**config.mk**
```make
export PLATFORM = sky130hd
export DESIGN_NAME = ahb_master_arbiter
export DESIGN_NICKNAME = d
export VERILOG_FILES = /design/src/rtl/ahb_master_arbiter.sv
export SDC_FILE = /design/constraint.sdc
export NUM_CORES = 1
export LEC_CHECK = 0
export CAP_MARGIN = 40
export CORE_MARGIN = 5
export CORE_UTILIZATION = 32
export CTS_CLUSTER_SIZE = 30
export DETAILED_ROUTE_END_ITERATION = 12
export GPL_ROUTABILITY_DRIVEN = 0
export MAX_ROUTING_LAYER = met4
export PLACE_DENSITY = 0.75
export SLEW_MARGIN = 20
export SYNTH_ARGS = -nofsm -noshare
export SYNTH_HDL_FRONTEND = slang
export SYNTH_SLANG_ARGS = --single-unit
```
**constraint.sdc**
```tcl
create_clock -name clk -period 8.1 [get_ports clk]
set_input_delay 1.215 -clock clk [delete_from_list [all_inputs] [get_ports clk]]
set_output_delay 1.215 -clock clk [all_outputs]
set_load 0.1 [all_outputs]
```
**src/rtl/ahb_master_arbiter.sv**
```systemverilog
// ahb_master_arbiter
//   Two-master AHB-Lite arbiter in front of the single master port of the
//   decoder/mux fabric. Master 0 is the Cortex-M0, master 1 the DMA/accelerator.
//   Each master has a one-entry address input stage. A transfer issued while
//   the master is not granted is accepted into that stage, and the stage
//   replays it as a NONSEQ once the master owns the bus. Ownership is
//   request-driven, with a hold limit that forces the grant over after
//   MAX_HOLD accepted owner transfers while the other master is waiting.
//
// Ports
//   clk, reset                 bus clock, synchronous active-high reset
//   mX_HADDR..mX_HWDATA        address/control/write data from master X
//   mX_HRDATA/HREADY/HRESP     response path to master X
//   s_HADDR..s_HWDATA          shared bus towards the decoder and slaves
//   s_HRDATA/HREADY/HRESP      shared response from the mux
//   grant                      current address-phase owner
module ahb_master_arbiter #(
  parameter int unsigned RESET_OWNER = 0,
  parameter int unsigned MAX_HOLD    = 4
) (
  input  logic        clk,
  input  logic        reset,
  input  logic [31:0] m0_HADDR,
  input  logic [1:0]  m0_HTRANS,
  input  logic        m0_HWRITE,
  input  logic [2:0]  m0_HSIZE,
  input  logic [3:0]  m0_HPROT,
  input  logic [31:0] m0_HWDATA,
  output logic [31:0] m0_HRDATA,
  output logic        m0_HREADY,
  output logic        m0_HRESP,
  input  logic [31:0] m1_HADDR,
  input  logic [1:0]  m1_HTRANS,
  input  logic        m1_HWRITE,
  input  logic [2:0]  m1_HSIZE,
  input  logic [3:0]  m1_HPROT,
  input  logic [31:0] m1_HWDATA,
  output logic [31:0] m1_HRDATA,
  output logic        m1_HREADY,
  output logic        m1_HRESP,
  output logic [31:0] s_HADDR,
  output logic [1:0]  s_HTRANS,
  output logic        s_HWRITE,
  output logic [2:0]  s_HSIZE,
  output logic [3:0]  s_HPROT,
  output logic [31:0] s_HWDATA,
  input  logic [31:0] s_HRDATA,
  input  logic        s_HREADY,
  input  logic        s_HRESP,
  output logic        grant
);

  localparam logic       RST_GRANT = 1'(RESET_OWNER);
  localparam logic [3:0] HOLD_LAST = 4'(MAX_HOLD - 1);

  // Live master signals gathered into arrays indexed by master number.
  logic [1:0][31:0] m_haddr;
  logic [1:0][1:0]  m_htrans;
  logic [1:0]       m_hwrite;
  logic [1:0][2:0]  m_hsize;
  logic [1:0][3:0]  m_hprot;
  logic [1:0][31:0] m_hwdata;

  assign m_haddr  = {m1_HADDR, m0_HADDR};
  assign m_htrans = {m1_HTRANS, m0_HTRANS};
  assign m_hwrite = {m1_HWRITE, m0_HWRITE};
  assign m_hsize  = {m1_HSIZE, m0_HSIZE};
  assign m_hprot  = {m1_HPROT, m0_HPROT};
  assign m_hwdata = {m1_HWDATA, m0_HWDATA};

  // Control state.
  logic       grant_q, grant_d;
  logic [1:0] pend_v_q, pend_v_d;
  logic       dv_q, dv_d;
  logic       down_q, down_d;
  logic [3:0] hold_q, hold_d;

  // Input-stage payload (no reset needed, qualified by pend_v_q).
  logic [1:0][31:0] pend_addr_q;
  logic [1:0]       pend_write_q;
  logic [1:0][2:0]  pend_size_q;
  logic [1:0][3:0]  pend_prot_q;

  logic [1:0] m_hready;
  logic [1:0] cap;
  logic [1:0] req;
  logic       use_pend;
  logic       req_own, req_oth;

  // A master is stalled while its input stage is occupied; otherwise it
  // tracks the shared bus whenever it owns the address or data phase, and
  // is free-running (always ready) when it has nothing on the bus.
  assign m_hready[0] = pend_v_q[0] ? 1'b0 :
                       (((dv_q && !down_q) || !grant_q) ? s_HREADY : 1'b1);
  assign m_hready[1] = pend_v_q[1] ? 1'b0 :
                       (((dv_q &&  down_q) ||  grant_q) ? s_HREADY : 1'b1);

  assign cap[0] = m_hready[0] && m_htrans[0][1] &&  grant_q;
  assign cap[1] = m_hready[1] && m_htrans[1][1] && !grant_q;

  assign req     = pend_v_q | {m_htrans[1][1], m_htrans[0][1]};
  assign req_own = req[grant_q];
  assign req_oth = req[~grant_q];

  // Shared address/control: a replayed entry always goes out as NONSEQ.
  assign use_pend = pend_v_q[grant_q];
  assign s_HADDR  = use_pend ? pend_addr_q[grant_q]  : m_haddr[grant_q];
  assign s_HTRANS = use_pend ? 2'b10                 : m_htrans[grant_q];
  assign s_HWRITE = use_pend ? pend_write_q[grant_q] : m_hwrite[grant_q];
  assign s_HSIZE  = use_pend ? pend_size_q[grant_q]  : m_hsize[grant_q];
  assign s_HPROT  = use_pend ? pend_prot_q[grant_q]  : m_hprot[grant_q];
  assign s_HWDATA = m_hwdata[down_q];

  assign m0_HRDATA = s_HRDATA;
  assign m1_HRDATA = s_HRDATA;
  assign m0_HREADY = m_hready[0];
  assign m1_HREADY = m_hready[1];
  assign m0_HRESP  = dv_q && !down_q && s_HRESP;
  assign m1_HRESP  = dv_q &&  down_q && s_HRESP;
  assign grant     = grant_q;

  always_comb begin
    grant_d  = grant_q;
    pend_v_d = pend_v_q;
    dv_d     = dv_q;
    down_d   = down_q;
    hold_d   = hold_q;
    if (s_HREADY) begin
      dv_d   = s_HTRANS[1];
      down_d = grant_q;
      if (use_pend) begin
        pend_v_d[grant_q] = 1'b0;
      end
      if (!req_oth) begin
        hold_d = '0;
      end else if (!req_own) begin
        grant_d = ~grant_q;
        hold_d  = '0;
      end else if (s_HTRANS[1]) begin
        // Both requesting: the owner's transfer on this edge is accepted
        // even when it is the one that exhausts the hold budget.
        if (hold_q == HOLD_LAST) begin
          grant_d = ~grant_q;
          hold_d  = '0;
        end else begin
          hold_d = hold_q + 4'd1;
        end
      end
    end
    // Capture only happens for the non-owner, release only for the owner,
    // so the two never touch the same entry on one edge.
    pend_v_d = pend_v_d | cap;
  end

  always_ff @(posedge clk) begin
    if (reset) begin
      grant_q  <= RST_GRANT;
      pend_v_q <= '0;
      dv_q     <= 1'b0;
      down_q   <= 1'b0;
      hold_q   <= '0;
    end else begin
      grant_q  <= grant_d;
      pend_v_q <= pend_v_d;
      dv_q     <= dv_d;
      down_q   <= down_d;
      hold_q   <= hold_d;
    end
  end

  always_ff @(posedge clk) begin
    for (int i = 0; i < 2; i++) begin
      if (cap[i]) begin
        pend_addr_q[i]  <= m_haddr[i];
        pend_write_q[i] <= m_hwrite[i];
        pend_size_q[i]  <= m_hsize[i];
        pend_prot_q[i]  <= m_hprot[i];
      end
    end
  end

endmodule

```
Word-level counts from Yosys, hierarchy flattened

Index checks and enable logic that the tools add are counted.

Mux-type cells: 46
$lt $le $gt $ge: 4
Bitwise gates (word level): 5
Reductions and logical operators: 15
Equality and inequality tests: 4
Add/sub/neg operators: 1

Operators by type and width:

| kind                  | count |
|---|---|
| $mux W32              | 7 |
| $mux W4               | 9 |
| $mux W1               | 19 |
| $mux W3               | 5 |
| $mux W2               | 5 |
| $logic_and A1 B1 Y1   | 9 |
| $lt A1 B2 Y1 const B  | 3 |
| $add A4 B1 Y4 const B | 1 |
| $eq A4 B2 Y1 const B  | 1 |
| $or A2 B2 Y2          | 2 |
| $reduce_and A4 Y1     | 1 |
| $ne A3 B3 Y1 const B  | 1 |
| $and A2 B2 Y2         | 1 |
| $logic_not A1 Y1      | 2 |
| $logic_or A1 B1 Y1    | 2 |
| $ne A2 B1 Y1 const B  | 1 |
| $ne A2 B2 Y1 const B  | 1 |
| $not A2 Y2            | 1 |
| $reduce_and A2 Y1     | 1 |
| $demux W1 S1          | 1 |
| $ge A1 B1 Y1 const B  | 1 |
| $not A1 Y1            | 1 |

Output and inout bits: 143
Logic and storage cells: 88
Register bits: 89

Depth between registers and ports, before layout

Depth after elaboration: 9
Mapped depth: 5

Least setup slack after synthesis

OpenSTA, ideal clock, no wires.

Kind: in2reg
From: input port s_HREADY
To: register pend_addr_q[0] in the netlist's numbering (enable)
Path slack: 3.139 ns
Stages: 3
Arrival: 4.466 ns
Cells stage by stage: buf_2 o21ai_1 nor3b_1

Longest elaborated chain between the ends: 4

RTL lines:

| element                           | line | RTL |
|---|---|---|
| from (decl)                       | 48   | `input logic s_HREADY,` |
| $mux W1                           | 94   | `(((dv_q && !down_q) \|\| !grant_q) ? s_HREADY : 1'b1);` |
| $mux W1                           | 93   | `assign m_hready[0] = pend_v_q[0] ? 1'b0 :` |
| $logic_and A1 B1 Y1 (2 in series) | 98   | `assign cap[0] = m_hready[0] && m_htrans[0][1] && grant_q;` |
| net cap[0]                        | 85   | `logic [1:0] cap;` |
| to (signal, indexed assignment)   | 174  | `pend_addr_q[i] <= m_haddr[i];` |
| to (decl)                         | 79   | `logic [1:0][31:0] pend_addr_q;` |

The timed path passes the listed nets, and every way through them passes these cells.
A chain may end at the register's enable or synchronous reset.

Worst setup path after layout

From: input port s_HREADY
To: output port m0_HREADY

Longest elaborated chain between the ends: 2

RTL lines:

| element   | line | RTL |
|---|---|---|
| $mux W1   | 94   |  |
| $mux W1   | 93   |  |
| to (decl) | 30   | `output logic m0_HREADY,` |

No other way between the ends.

==> run summary <==
Root buf cell - clkbuf_16
Crit start category - input port
Top_reg_cell synth - edfxtp_1
Post-synth EDFFs - 80
Clk slew on worst S/H paths - 0.06 ns
Fin. Hold Viols - 0
Die Height - 139 um
Avg Cell Area, Syn - 12.3 sq um
Period Utilization, post-route - 51.7%
R2R setup slack - 5.74 ns
Largest net degree at the start of global routing - 55
Syn-to-layout area delta - 64.7%
CTS H-tree depth - 3
CORE AREA - 0.0165 sq mm
DRT Pass-1 Iters - 4
Fmax - 239 MHz
Unrepaired setup endpoints after global routing - false
Commonest cells after routing, fill and taps aside - 230 x clkdlybuf4s50_1, 80 x edfxtp_1, 73 x buf_8, 45 x a21oi_1, 42 x nor2b_1
Avg Vias per Cell - 4.76
Post-synth top area cell - edfxtp_1
Lkg Pwr - 3.16 nW
Mapped cell area - 0.00533 sq mm
Die area - 0.0193 sq mm
Largest family of logic cells by synthesized area - buffers and inverters
DP Area - 0.00848 sq mm
Final WL - 16,100 um
Nets - 851
Drt drc - 0
Vias in the first global route - 4,635
R2R cell count - 3
CTS Hold Bufs - 0
Initial antenna violation count - 0
Syn nets - 619
First-pass GRT wire length - 25,200 um
Critical R2R Launch - grant$_SDFFE_PP0P_
Synth Area in Adders - 0.235%
Share of the synthesized area in the top cell type - 45.0%
Via count - 4,239
Share of layout cells above drive strength 1 - 24.9%
Width of the die - 139 um
Initial core utilization - 32.4%
Worst hold stages - 2
Post-CTS Setup Bufs - 0
CTS Buffer Depth - 2
IO Count - 327
Post-synthesis compound-gate area fraction - 14.3%
FF+latch count, synth - 89
Synth Area in XOR/XNOR - 0%
Total GRT Usage - 16.7%
Distinct cells, synth - 40
Slew Limit Fails - 0
Most common cell after layout, fill and taps aside - clkdlybuf4s50_1
CP Cell Sequence - clkdlybuf4s50_1 > a21oi_1 > nor2_1 > clkdlybuf4s50_1 > buf_8
CTS tree - yes
Critical path's top delay family - buffers and inverters
Status - completed
Power per cell area - 203 mW/mm^2
Largest stage delay, worst path - 0.75 ns
Yosys warns - 0
Slowest CP cell - clkdlybuf4s50_1
Sw frac - 38.5%
GR Overflow Total - 0
# rows - 47
Worst Path Required - 6.88 ns
CTS Buf Count - 9
Worst EP arrival - 2.97 ns
Diodes inserted - 0
Initial detailed-routing violation count - 191
Hold EP - hold_q[1]$_SDFFE_PP0P_
Post-DP HPWL - 12,200 um
Clk sinks - 89
Setup WS post-layout - 3.92 ns
Clock latency on the worst-skew pair - 0.34 ns
Layout fillers - 1,353
Part of the power in registers - 31.2%
Number of max-cap violations - 0
Int Power - 1.09 mW
Post-synthesis async set-or-reset flop share - 0%
Worst hold margin - 0.480 ns
IR Drop Worst-Case VDD - 148 uV
Combinational share of power - 44.8%
Antenna Nets Post-Route - 0
Input/output buffers - 230
Hold_sp - hold_q[1]$_SDFFE_PP0P_
CP Buf/Inv Count - 3
Min Tclk post-route - 4.18 ns
Synthesized instance count - 434
Post-CTS sizing - 0
Worst-Margin Slew - 0.773 ns
Critical Path End Type - output pin
Post-Synth Simple-Gate Area - 7.79%
Crit path kind - input port to output pin
RR Endpoint - pend_addr_q[24]$_DFFE_PP_
Post-synthesis mux area share - 14.5%
Pre-CTS WS - 3.95 ns
Fin Clk Skew - 0.00863 ns
Tot Pwr - 1.78 mW
Most frequent CP cell - clkdlybuf4s50_1
Final setup fails - 0
Setup TNS - 0 ns
WL/cell - 18.1 um
Crit-path max FO - 12
Register area share after synthesis - 48.4%
Worst min path class - flop to flop
Final instance area - 0.00878 sq mm
Clock power share - 24.1%
Sw Pwr - 685 uW
Largest cells by area after synthesis - edfxtp_1 45%, buf_4 9.9%, mux2i_1 7.7%
Relative max-transition margin - 48.5%
-- state kept, by name, indices dropped and copies added, names as in the netlist --
signal / flops
pend_prot_q: 8
down_q: 1
grant: 1
dv_q: 1
pend_addr_q: 64
pend_write_q: 2
hold_q: 4
pend_size_q: 6
pend_v_q: 2
-- cell type report --
class	count	area [sq um]	area share [%]
inverter	5	18.8	0.214
timing repair buffer	317	3620	41.3
clock inverter	7	76.3	0.869
tap	220	275	3.13
sequential	89	2590	29.5
clock buffer	9	225	2.56
multi-input combinational	244	1970	22.5
-- routing by layer --
| layer | share of wire, % | track usage [%] | up-vias |
|---|---|---|---|
| li1 | - | - | 2011 |
| met1 | 42 | 19.9 | 2031 |
| met2 | 51 | 28.4 | 167 |
| met3 | 5.1 | 3.62 | 30 |
| met4 | 1.8 | 4.99 | 0 |
| met5 | 0 | - | - |
-- tightest hold or removal path, stage by stage, from the launching register on --
cell	delay, ns
dfxtp_1	0.32
nand2_1	0.06
a21oi_1	0.05
-- metrics by stage --
stage	std cells	util, %
2_1_floorplan	434	-
3_3_place_gp	796	43.9
3_5_place_dp	875	51.5
4_1_cts	891	53.3
5_1_grt	891	53.3
6_report	891	53.3
-- worst max-delay path by stage --
stage / slack (ns) / depth (start not counted) / start / to
floorplan: 3.14 / 3 / s_HREADY / pend_addr_q[0]$_DFFE_PP_
global placement: 3.58 / 4 / s_HREADY / m0_HREADY
detailed placement: 3.95 / 5 / s_HREADY / m0_HREADY
CTS: 3.93 / 5 / s_HREADY / m0_HREADY
global route: 3.84 / 5 / s_HREADY / m0_HREADY
finish: 3.92 / 5 / s_HREADY / m0_HREADY
-- synth_stat cells (2+ instances only) --
library cell / instances
mux2_2: 32
nor2_1: 10
nor3b_1: 2
edfxtp_1: 80
a211oi_1: 19
dfxtp_1: 9
buf_2: 9
buf_6: 9
a21oi_1: 45
buf_12: 4
a211oi_2: 22
nand2b_1: 2
buf_4: 70
o21ai_1: 4
nand2_1: 4
a32o_1: 3
mux2i_1: 41
inv_1: 4
nor2b_1: 42
clkbuf_1: 3
-- power groups by stage --
| stage | logic [mW] | registers (mW) | clock network (mW) |
|---|---|---|---|
| 6_report | 0.796 | 0.555 | 0.428 |
| 5_1_grt | 0.825 | 0.558 | 0.465 |
| 4_1_cts | 0.802 | 0.555 | 0.445 |
| 3_5_place_dp | 0.800 | 0.565 | 0 |
| 3_3_place_gp | 0.633 | 0.563 | 0 |
| 2_1_floorplan | 0.619 | 0.553 | 0 |
-- kinds of logic (layout without fill, tap and decap cells) --
logic type / count (synthesis) / in the layout
flip-flops: 89 / 89
AO/OA/AOI/OAI: 101 / 101
adder cells (fa/ha/maj): 1 / 1
AND/OR/NAND/NOR: 69 / 69
multiplexers: 73 / 73
buffers and inverters: 101 / 338
Power figures use the tool's default switching activity.
